**config.mk**
```make
export PLATFORM = sky130hd
export DESIGN_NAME = osd_cmd_tx
export DESIGN_NICKNAME = d
export VERILOG_FILES = /design/src/rtl/osd_cmd_pkg.sv /design/src/rtl/osd_tx_phy.sv /design/src/rtl/osd_cmd_tx.sv
export SDC_FILE = /design/constraint.sdc
export NUM_CORES = 1
export LEC_CHECK = 0
export ABC_AREA = 1
export CAP_MARGIN = 10
export CORE_MARGIN = 5
export CORE_UTILIZATION = 35
export DETAILED_ROUTE_END_ITERATION = 10
export HOLD_SLACK_MARGIN = 0.05
export SYNTH_ARGS = -nofsm -noshare
export SYNTH_HDL_FRONTEND = slang
export SYNTH_SLANG_ARGS = --single-unit
```
**constraint.sdc**
```tcl
create_clock -name clk_sys -period 2 [get_ports clk_sys]
set_input_delay 0.4 -clock clk_sys [delete_from_list [all_inputs] [get_ports clk_sys]]
set_output_delay 0.4 -clock clk_sys [all_outputs]
set_load 0.1 [all_outputs]
```
**src/rtl/osd_cmd_pkg.sv**
```systemverilog
// Shared constants, encodings and helpers for the OSD command-bus initiator.
package osd_cmd_pkg;

  localparam logic [7:0]  OSD_CMD_DISABLE  = 8'h40;
  localparam logic [7:0]  OSD_CMD_ENABLE   = 8'h41;
  localparam int unsigned OSD_CMD_INFO_BIT = 2;
  localparam logic [7:0]  OSD_CMD_WRITE    = 8'h20;

  localparam logic [1:0] OP_DISABLE  = 2'd0;
  localparam logic [1:0] OP_ENABLE   = 2'd1;
  localparam logic [1:0] OP_WRITE    = 2'd2;
  localparam logic [1:0] OP_RESERVED = 2'd3;

  localparam int unsigned OSD_BLOCK_BYTES = 256;
  localparam int unsigned OSD_INFO_PARAMS = 5;

  typedef enum logic [2:0] {S_IDLE, S_CMD, S_PARAM, S_DATA, S_GAP} state_t;
  typedef enum logic [1:0] {PHY_IDLE, PHY_LO, PHY_HI} phy_state_t;

  // Width of a down-counter able to hold the largest of the three phase lengths.
  function automatic int unsigned phase_w(input int unsigned a, input int unsigned b,
                                          input int unsigned c);
    int unsigned m;
    m = a;
    if (b > m) m = b;
    if (c > m) m = c;
    return 32'($clog2(m)) + 32'd1;
  endfunction

  // Command word for a request; the reserved opcode behaves as disable.
  function automatic logic [15:0] cmd_word(input logic [1:0] op, input logic info,
                                           input logic [4:0] block);
    logic [7:0] c;
    c = OSD_CMD_DISABLE;
    case (op)
      OP_ENABLE:               c = OSD_CMD_ENABLE | (8'(info) << OSD_CMD_INFO_BIT);
      OP_WRITE:                c = OSD_CMD_WRITE | {3'b000, block};
      OP_DISABLE, OP_RESERVED: c = OSD_CMD_DISABLE;
    endcase
    return {8'h00, c};
  endfunction

endpackage

```
**src/rtl/osd_tx_phy.sv**
```systemverilog
// Word timer: holds io_din stable through a low phase then a high phase of io_strobe.
module osd_tx_phy
  import osd_cmd_pkg::*;
#(
  parameter int unsigned STB_LO = 2,
  parameter int unsigned STB_HI = 2,
  parameter int unsigned CW     = 3
) (
  input  logic        clk_sys,
  input  logic        reset,
  input  logic        load,
  input  logic [15:0] word,
  output logic        ack_c,
  output logic        word_done_c,
  output logic        io_strobe,
  output logic [15:0] io_din
);

  localparam logic [CW-1:0] LO_INIT = CW'(STB_LO - 1);
  localparam logic [CW-1:0] HI_INIT = CW'(STB_HI - 1);

  phy_state_t    st;
  logic [CW-1:0] cnt;

  // A new word may be taken while idle or on the edge that ends the current high phase.
  assign word_done_c = (st == PHY_HI) && (cnt == '0);
  assign ack_c       = (st == PHY_IDLE) || word_done_c;

  always_ff @(posedge clk_sys) begin
    if (reset) begin
      st        <= PHY_IDLE;
      cnt       <= '0;
      io_strobe <= 1'b0;
      io_din    <= '0;
    end else begin
      case (st)
        PHY_LO: begin
          if (cnt == '0) begin
            io_strobe <= 1'b1;
            cnt       <= HI_INIT;
            st        <= PHY_HI;
          end else begin
            cnt <= cnt - 1'b1;
          end
        end
        PHY_HI: begin
          if (cnt == '0) begin
            io_strobe <= 1'b0;
            st        <= PHY_IDLE;
          end else begin
            cnt <= cnt - 1'b1;
          end
        end
        default: ;
      endcase
      if (load && ack_c) begin
        io_din <= word;
        cnt    <= LO_INIT;
        st     <= PHY_LO;
      end
    end
  end

endmodule

```
**src/rtl/osd_cmd_tx.sv**
```systemverilog
// OSD command-bus initiator: turns one request into a framed command/parameter/data burst.
module osd_cmd_tx
  import osd_cmd_pkg::*;
#(
  parameter int unsigned STB_LO = 2,
  parameter int unsigned STB_HI = 2,
  parameter int unsigned GAP    = 4
) (
  input  logic        clk_sys,
  input  logic        reset,
  input  logic        req_valid,
  output logic        req_ready,
  input  logic [1:0]  req_op,
  input  logic        req_info,
  input  logic [11:0] req_infox,
  input  logic [11:0] req_infoy,
  input  logic [5:0]  req_infow,
  input  logic [5:0]  req_infoh,
  input  logic [1:0]  req_rot,
  input  logic [4:0]  req_block,
  input  logic [8:0]  req_len,
  input  logic [7:0]  s_data,
  input  logic        s_valid,
  output logic        s_ready,
  output logic        io_osd,
  output logic        io_strobe,
  output logic [15:0] io_din,
  output logic        busy,
  output logic        done
);

  localparam int unsigned   CW       = phase_w(STB_LO, STB_HI, GAP);
  localparam logic [CW-1:0] GAP_INIT = CW'(GAP - 1);
  localparam logic [8:0]    MAX_LEN  = 9'(OSD_BLOCK_BYTES);

  state_t        state;
  logic [1:0]    op_q;
  logic          info_q;
  logic [11:0]   infox_q, infoy_q;
  logic [5:0]    infow_q, infoh_q;
  logic [1:0]    rot_q;
  logic [8:0]    len_q, wcnt;
  logic [2:0]    pidx;
  logic [CW-1:0] gcnt;

  logic          phy_ack_c, phy_done_c, load_c;
  logic [15:0]   word_c, param_word_c;
  logic          go_param_c, go_data_c, params_left_c;

  assign go_param_c    = (op_q == OP_ENABLE) && info_q;
  assign go_data_c     = (op_q == OP_WRITE) && (len_q != '0);
  assign params_left_c = (pidx != 3'(OSD_INFO_PARAMS));

  always_comb begin
    param_word_c = {14'h0, rot_q};
    case (pidx)
      3'd0:    param_word_c = {4'h0, infox_q};
      3'd1:    param_word_c = {4'h0, infoy_q};
      3'd2:    param_word_c = {10'h0, infow_q};
      3'd3:    param_word_c = {10'h0, infoh_q};
      default: ;
    endcase
  end

  // Next word for the phy; the command word is built from the live request on acceptance.
  always_comb begin
    load_c = 1'b0;
    word_c = '0;
    case (state)
      S_IDLE: begin
        load_c = req_valid;
        word_c = cmd_word(req_op, req_info, req_block);
      end
      S_CMD: begin
        if (phy_done_c && go_param_c) begin
          load_c = 1'b1;
          word_c = param_word_c;
        end else if (phy_done_c && go_data_c) begin
          load_c = s_valid;
          word_c = {8'h00, s_data};
        end
      end
      S_PARAM: begin
        load_c = phy_done_c && params_left_c;
        word_c = param_word_c;
      end
      S_DATA: begin
        load_c = phy_ack_c && (wcnt != len_q) && s_valid;
        word_c = {8'h00, s_data};
      end
      default: ;
    endcase
  end

  always_ff @(posedge clk_sys) begin
    if (reset) begin
      state     <= S_IDLE;
      req_ready <= 1'b1;
      io_osd    <= 1'b0;
      busy      <= 1'b0;
      done      <= 1'b0;
      s_ready   <= 1'b0;
      op_q      <= '0;
      info_q    <= 1'b0;
      infox_q   <= '0;
      infoy_q   <= '0;
      infow_q   <= '0;
      infoh_q   <= '0;
      rot_q     <= '0;
      len_q     <= '0;
      wcnt      <= '0;
      pidx      <= '0;
      gcnt      <= '0;
    end else begin
      done    <= 1'b0;
      s_ready <= 1'b0;
      case (state)
        S_IDLE: begin
          if (req_valid) begin
            op_q      <= req_op;
            info_q    <= req_info;
            infox_q   <= req_infox;
            infoy_q   <= req_infoy;
            infow_q   <= req_infow;
            infoh_q   <= req_infoh;
            rot_q     <= req_rot;
            len_q     <= (req_len > MAX_LEN) ? MAX_LEN : req_len;
            wcnt      <= '0;
            pidx      <= '0;
            io_osd    <= 1'b1;
            busy      <= 1'b1;
            req_ready <= 1'b0;
            state     <= S_CMD;
          end
        end
        S_CMD: begin
          if (phy_done_c) begin
            if (go_param_c) begin
              pidx  <= 3'd1;
              state <= S_PARAM;
            end else if (go_data_c) begin
              state <= S_DATA;
              if (s_valid) begin
                s_ready <= 1'b1;
                wcnt    <= 9'd1;
              end
            end else begin
              io_osd <= 1'b0;
              gcnt   <= GAP_INIT;
              state  <= S_GAP;
            end
          end
        end
        S_PARAM: begin
          if (phy_done_c) begin
            if (params_left_c) begin
              pidx <= pidx + 3'd1;
            end else begin
              io_osd <= 1'b0;
              gcnt   <= GAP_INIT;
              state  <= S_GAP;
            end
          end
        end
        S_DATA: begin
          // Once the last byte is loaded the phy only acks again when that word ends.
          if (phy_ack_c) begin
            if (wcnt == len_q) begin
              io_osd <= 1'b0;
              gcnt   <= GAP_INIT;
              state  <= S_GAP;
            end else if (s_valid) begin
              s_ready <= 1'b1;
              wcnt    <= wcnt + 9'd1;
            end
          end
        end
        S_GAP: begin
          if (gcnt == '0) begin
            busy      <= 1'b0;
            req_ready <= 1'b1;
            state     <= S_IDLE;
          end else begin
            gcnt <= gcnt - 1'b1;
            if (gcnt == CW'(1)) done <= 1'b1;
          end
        end
        default: state <= S_IDLE;
      endcase
    end
  end

  osd_tx_phy #(
    .STB_LO (STB_LO),
    .STB_HI (STB_HI),
    .CW     (CW)
  ) u_phy (
    .clk_sys     (clk_sys),
    .reset       (reset),
    .load        (load_c),
    .word        (word_c),
    .ack_c       (phy_ack_c),
    .word_done_c (phy_done_c),
    .io_strobe   (io_strobe),
    .io_din      (io_din)
  );

endmodule
```
### Word level (Yosys, flattened, before mapping)

Cells that the tools add are included.

* flip-flop bits (word level): 95
* bits of input ports: 67
* logic and storage cells: 183
* output and inout bits: 22

* multiplexer cells: 76
* $add $sub $neg: 4
* reductions and logical operators: 38
* bitwise gates (word level): 1
* $lt $le $gt $ge: 1
* eq/ne operators: 40

Operators with widths (count)
* two-way mux 9 bit: 9
* two-way mux 3 bit: 24
* case mux 16 bit (4 select lines): 1
* case mux 12 bit (4 select lines): 1
* inequality test 2 bit (second input constant): 18
* case mux 9 bit (3 select lines): 1
* AND reduction 9 bit: 3
* two-way mux 1 bit: 24
* case mux 8 bit (3 select lines): 1
* two-way mux 16 bit: 1
* case mux 3 bit (5 select lines): 1
* equality test 3 x 2 -> 1 bit (second input constant): 4
* logical NOT 3 bit: 4
* case mux 3 bit (4 select lines): 1
* adder 9 x 1 -> 9 bit (second input constant): 1
* equality test 3 x 1 -> 1 bit (second input constant): 3
* equality test 9 bit: 1
* > comparator 9 bit (second input constant): 1
* logical AND 1 bit: 9
* inequality test 3 bit (second input constant): 3
* inequality test 9 bit: 1
* case mux 3 bit (3 select lines): 1
* AND reduction 3 bit: 3
* nonzero test 3 bit: 3
* 24 further kinds: 41

### Depth between registers and ports, before layout

* word-level depth: 9
* gate-level depth with buffers: 15
* depth with buffers taken out: 14

### By module

A second synthesis with hierarchy kept.

* cells, all modules: 684
* area, all modules: 4779.6 um^2

By module, submodules not included
* osd_cmd_tx: area each 3768.6 um^2, cells each 558, times used 1, seq. area each 1461.4 um^2
* osd_tx_phy: area each 1011.0 um^2, cells each 126, times used 1, seq. area each 440.4 um^2

### Least setup slack after synthesis

Ideal clock, no wire load.

* path kind: register to register
* start point: register pidx[0]
* end point: register u_phy.io_din[7]
* period minus slack after synthesis: 1702 ps
* required time: 1881 ps
* library setup time: 119 ps
* buffers on the path: 0
* setup slack: 298 ps
* data arrival time: 1584 ps
* cell stages (with the launch flop): 13
* cells stage by stage: dfxtp_1 > inv_1 > ha_1 > nand2_2 > inv_1 > nor2_2 > nand3_2 > nand2_1 > nor2_1 > a21oi_1 > nand3_1 > nand2_1 > nor2_1

* cells in the longest elaborated chain, start to end: 4
* elaborated cells between the ends (all ways): 11
* classes of those cells: 4 x eq/ne; 4 x mux; 3 x reduce/logical

Ends and longest elaborated chain
* start, declared: RTL line osd_cmd_tx.sv:43 `logic [2:0] pidx;`
* start signal, assigned: RTL line osd_cmd_tx.sv:157 `pidx <= pidx + 3'd1;`
* equality test 3 x 2 -> 1 bit (tied with other cells): RTL line osd_cmd_tx.sv:56 `case (pidx)`
* case mux 12 bit (4 select lines) / logical AND 1 bit (equally long branches): RTL line osd_cmd_tx.sv:56, osd_cmd_tx.sv:84
* two-way mux 16 bit / case mux 1 bit (4 select lines) (equally long branches): RTL line osd_cmd_tx.sv:75, osd_cmd_tx.sv:69
* case mux 16 bit (4 select lines) / logical AND 1 bit (equally long branches): RTL line osd_cmd_tx.sv:69, osd_tx_phy.sv:56
* end signal, assigned: RTL line osd_tx_phy.sv:57 `io_din <= word;`
* end, declared: RTL line osd_tx_phy.sv:16 `output logic [15:0] io_din`

Parallel ways exist; a longest one is shown, timed or not.
A chain may end at the register's enable or synchronous reset.

### Worst setup path in the final report

* start point: register u_phy.cnt[0]
* end point: register wcnt[0]

* cells in the longest elaborated chain, start to end: 5
* elaborated cells between the ends (all ways): 6
* classes of those cells: 2 x eq/ne; 4 x reduce/logical

Ends and longest elaborated chain
* start, declared: RTL line osd_tx_phy.sv:23 `logic [CW-1:0] cnt;`
* start signal, assigned: RTL line osd_tx_phy.sv:43 `cnt <= cnt - 1'b1;`
* start signal, assigned: RTL line osd_tx_phy.sv:51 `cnt <= cnt - 1'b1;`
* logical NOT 3 bit *: RTL line osd_tx_phy.sv:26 `assign word_done_c = (st == PHY_HI) && (cnt == '0);`
* logical AND 1 bit *: RTL line osd_tx_phy.sv:26
* logical OR 1 bit: RTL line osd_tx_phy.sv:27 `assign ack_c = (st == PHY_IDLE) || word_done_c;`
* inequality test 2 bit (no line)
* AND reduction 9 bit (no line) *
* end signal, assigned: RTL line osd_cmd_tx.sv:174 `wcnt <= wcnt + 9'd1;`
* end, declared: RTL line osd_cmd_tx.sv:42 `logic [8:0] len_q, wcnt;`

Every way passes the cells marked *; elsewhere a longest branch is shown, timed or not.

==> results.json <==
{
  "yosysWarnings": 0,
  "die_x_um": 124,
  "hold_path_depth": 2,
  "dieArea_mm2": 0.0154,
  "grt_max_degree": 54,
  "drt-pass1-iter-count": 5,
  "synth.area.mux_share_pct": 0,
  "synthAdderAreaFrac_pct": 3.84,
  "critPathSlowestCell": "dfxtp_1",
  "antenna_found_initial": 0,
  "clkSinkCount": 91,
  "synth_compound_area_share_pct": 18.0,
  "final_cell_mix": "nand2_1 (132), dfxtp_1 (91), inv_1 (78)",
  "fin_setup_tns_ns": 0,
  "regToRegEndpoint": "wcnt[0]",
  "fin_crit_ns": 1.87,
  "synthXorXnorAreaFrac_pct": 2.68,
  "cts_buffer_depth": 2,
  "drive_above_1_share_pct": 11.4,
  "ant_nets": 0,
  "r2r-start": "u_phy.cnt[0]",
  "gp_congestion": 0.817,
  "syn_avg_cell_area_um2": 7.00,
  "clockRootBuffer": "clkbuf_16",
  "num_vias": 4443,
  "synth_seq_cells": 91,
  "routedWlPerCell_um": 13.4,
  "r2r_slack_ns": 0.13,
  "final_net_count": 820,
  "synth_cell_types": 35,
  "cts_tree": "done",
  "clk_pin_slew_ns": 0.07,
  "design_area_mm2": 0.00596,
  "min-delay-start": "infox_q[4]",
  "ios": 89,
  "grt_overflow": 0,
  "skew_ns": 0.0128,
  "drc": 0,
  "die_y_um": 124,
  "worstPathArrival_ns": 2.08,
  "critPathMaxFanout": 4,
  "placed_area_mm2": 0.00556,
  "fp-row-count": 41,
  "fin_crit_sh_pct": 93.3,
  "portBuffers": 84,
  "antenna_cells": 0,
  "first_iter_violations": 272,
  "setup_viol": 0,
  "grt_pass1_wl_um": 20500,
  "syn_inst": 652,
  "final_max_slew_viol_count": 0,
  "worst_ep_required_time_ns": 2.21,
  "wl_um": 12200,
  "leakagePower_nw": 2.44,
  "viasPerCell": 4.85,
  "start_util_pct": 35.9,
  "cp-start-kind": "register",
  "cp_cell_sequence": "inv_1 -> ha_1 -> nand3_4 -> nand2_4 -> inv_1 -> nand2_1 -> nand3b_1 -> nor2_2 -> nand3_4 -> buf_4 -> nand2_1 -> a21oi_1",
  "yosysTopAreaCell": "dfxtp_1",
  "htreeDepth": 3,
  "fmax_mhz": 536,
  "yosys.area_share.simple_pct": 25.2,
  "track_usage_pct": 15.9,
  "dp_hpwl_um": 9210,
  "core_mm2": 0.0127,
  "syn_area_mm2": 0.00457,
  "end_kind": "register",
  "worst_skew_pair.late_latency_ns": 0.35,
  "hold_ws_ns": 0.451,
  "final_common_cell": "nand2_1",
  "crit_buf_inv": 3,
  "max-vdd-ir-drop_mv": 0.513,
  "cap_viol_max_count": 0,
  "p_per_area_mw_per_mm2": 1420,
  "fillers": 1287,
  "status": "complete, no violations",
  "cts_buffers": 9,
  "hold_path_end": "infox_q[4]",
  "path_delay_family": "simple AND/OR/NAND/NOR gates",
  "hold_violations": 0,
  "synth_top_area_share_pct": 39.9,
  "netlist_top_cells_area": "dfxtp_1 (40%), nand2_1 (11%), a21oi_1 (8.1%)",
  "syn2layout_area_growth_pct": 30.5,
  "path_class": "reg -> reg",
  "seq_area_frac_synth_pct": 39.9,
  "crit_path_max_incr_delay_ns": 0.30,
  "fin_util_pct": 46.8,
  "grt_pass1_vias": 4380,
  "ff2ff_path_depth": 12,
  "hold_class": "reg -> reg",
  "synth_top_family_by_area": "simple AND/OR/NAND/NOR gates"
}
==> where the power goes <==
group | internal (W) | switching, W
Sequential | 0.00230 | 0.000270
Clock | 0.000848 | 0.000745
Combinational | 0.00142 | 0.00287
==> worst max path at each step <==
stage                       startpoint         endpoint  slack (ns)  depth (start not counted)
after floorplan                pidx[0]  u_phy.io_din[7]        0.30                         12
after global placement       req_valid          wcnt[8]        0.04                          8
after detailed placement       s_valid          wcnt[5]       -0.01                          9
after CTS                  u_phy.st[0]          wcnt[5]       0.008                         12
after global routing      u_phy.cnt[0]          wcnt[6]       -0.02                         12
final                     u_phy.cnt[0]          wcnt[0]        0.13                         12
==> worst min-delay path, cell delays in order, from the launching register on <==
cell and delay (ns):
dfxtp_1 0.30, inv_1 0.06, a21oi_1 0.05
==> sequential cells by signal, summed over array words and instances, names as in the netlist, 3 cells and up <==
register,cells
gcnt,3
infoh_q,6
infow_q,6
infox_q,12
infoy_q,12
len_q,9
pidx,3
state,3
u_phy.cnt,3
u_phy.io_din,12
wcnt,9
==> through the flow <==
stage | total power [W] | cells | setup WS [ns]
final | 0.00846 | 916 | 0.134
after global routing | 0.00914 | 916 | -0.0230
after CTS | 0.00816 | 909 | 0.00790
after detailed placement | 0.00653 | 893 | -0.0127
after global placement | 0.00644 | 893 | 0.0374
after floorplan | 0.00559 | 655 | 0.298
==> kinds of logic (layout without fill, tap and decap cells) <==
group	after synthesis	count (layout)
AND/OR/NAND/NOR	262	263
AO/OA/AOI/OAI	155	155
buffers and inverters	115	203
flip-flops	91	91
adder cells (fa/ha/maj)	14	14
XOR/XNOR	14	14
other	1	4
==> routing by layer <==
| layer | GRT usage [%] | part of all wire [%] | up-vias |
|---|---|---|---|
| met3 | 3.95 | 5.2 | 20 |
| met2 | 26.9 | 47 | 116 |
| met4 | 5.29 | 2.0 | 0 |
| met1 | 19.6 | 45 | 2015 |
| met5 | 0 | 0 | - |
| li1 | - | - | 2292 |
==> final cells by class <==
cell class	instances	area [um2]	share of cell area, %
clock inverters	7	51.3	0.861
flip-flops and latches	91	1820	30.6
well taps	172	215	3.61
inverters	87	332	5.56
repair buffers	100	966	16.2
multi-input cells	450	2350	39.4
clock buffers	9	225	3.78
==> repair_timing <==
item                                   4_1_cts  5_1_grt
pin swaps                                    0        5
setup endpoints to repair                    3       26
resized for setup                            1       10
hold buffers                                 0        0
endpoints found under the hold margin        0        0
cloned                                       0        1
buffers inserted                             0        6
==> Yosys cell counts <==
library cell    n
a21oi_2         1
inv_1          78
clkbuf_1       16
ha_1           14
clkinv_1        2
buf_6           2
a211oi_1        2
nand3_2         4
conb_1          1
nand3_1        32
nor3b_1         1
o21ai_1         5
o2111ai_1       2
buf_2           4
a22oi_1         2
o22ai_1        14
xor2_1          3
or2_2           2
nand2_4         2
o21ai_0        52
nor4_1          3
nand2_1       132
clkbuf_2        1
nor3_1          3
nand4_1        10
inv_2           7
nor2_1         57
dfxtp_1        91
nand2_2         8
nor2_2          7
buf_4           5
o211ai_1        3
nand3b_1        1
a21oi_1        74
xnor2_1        11
(Power assumes the default switching activity.)
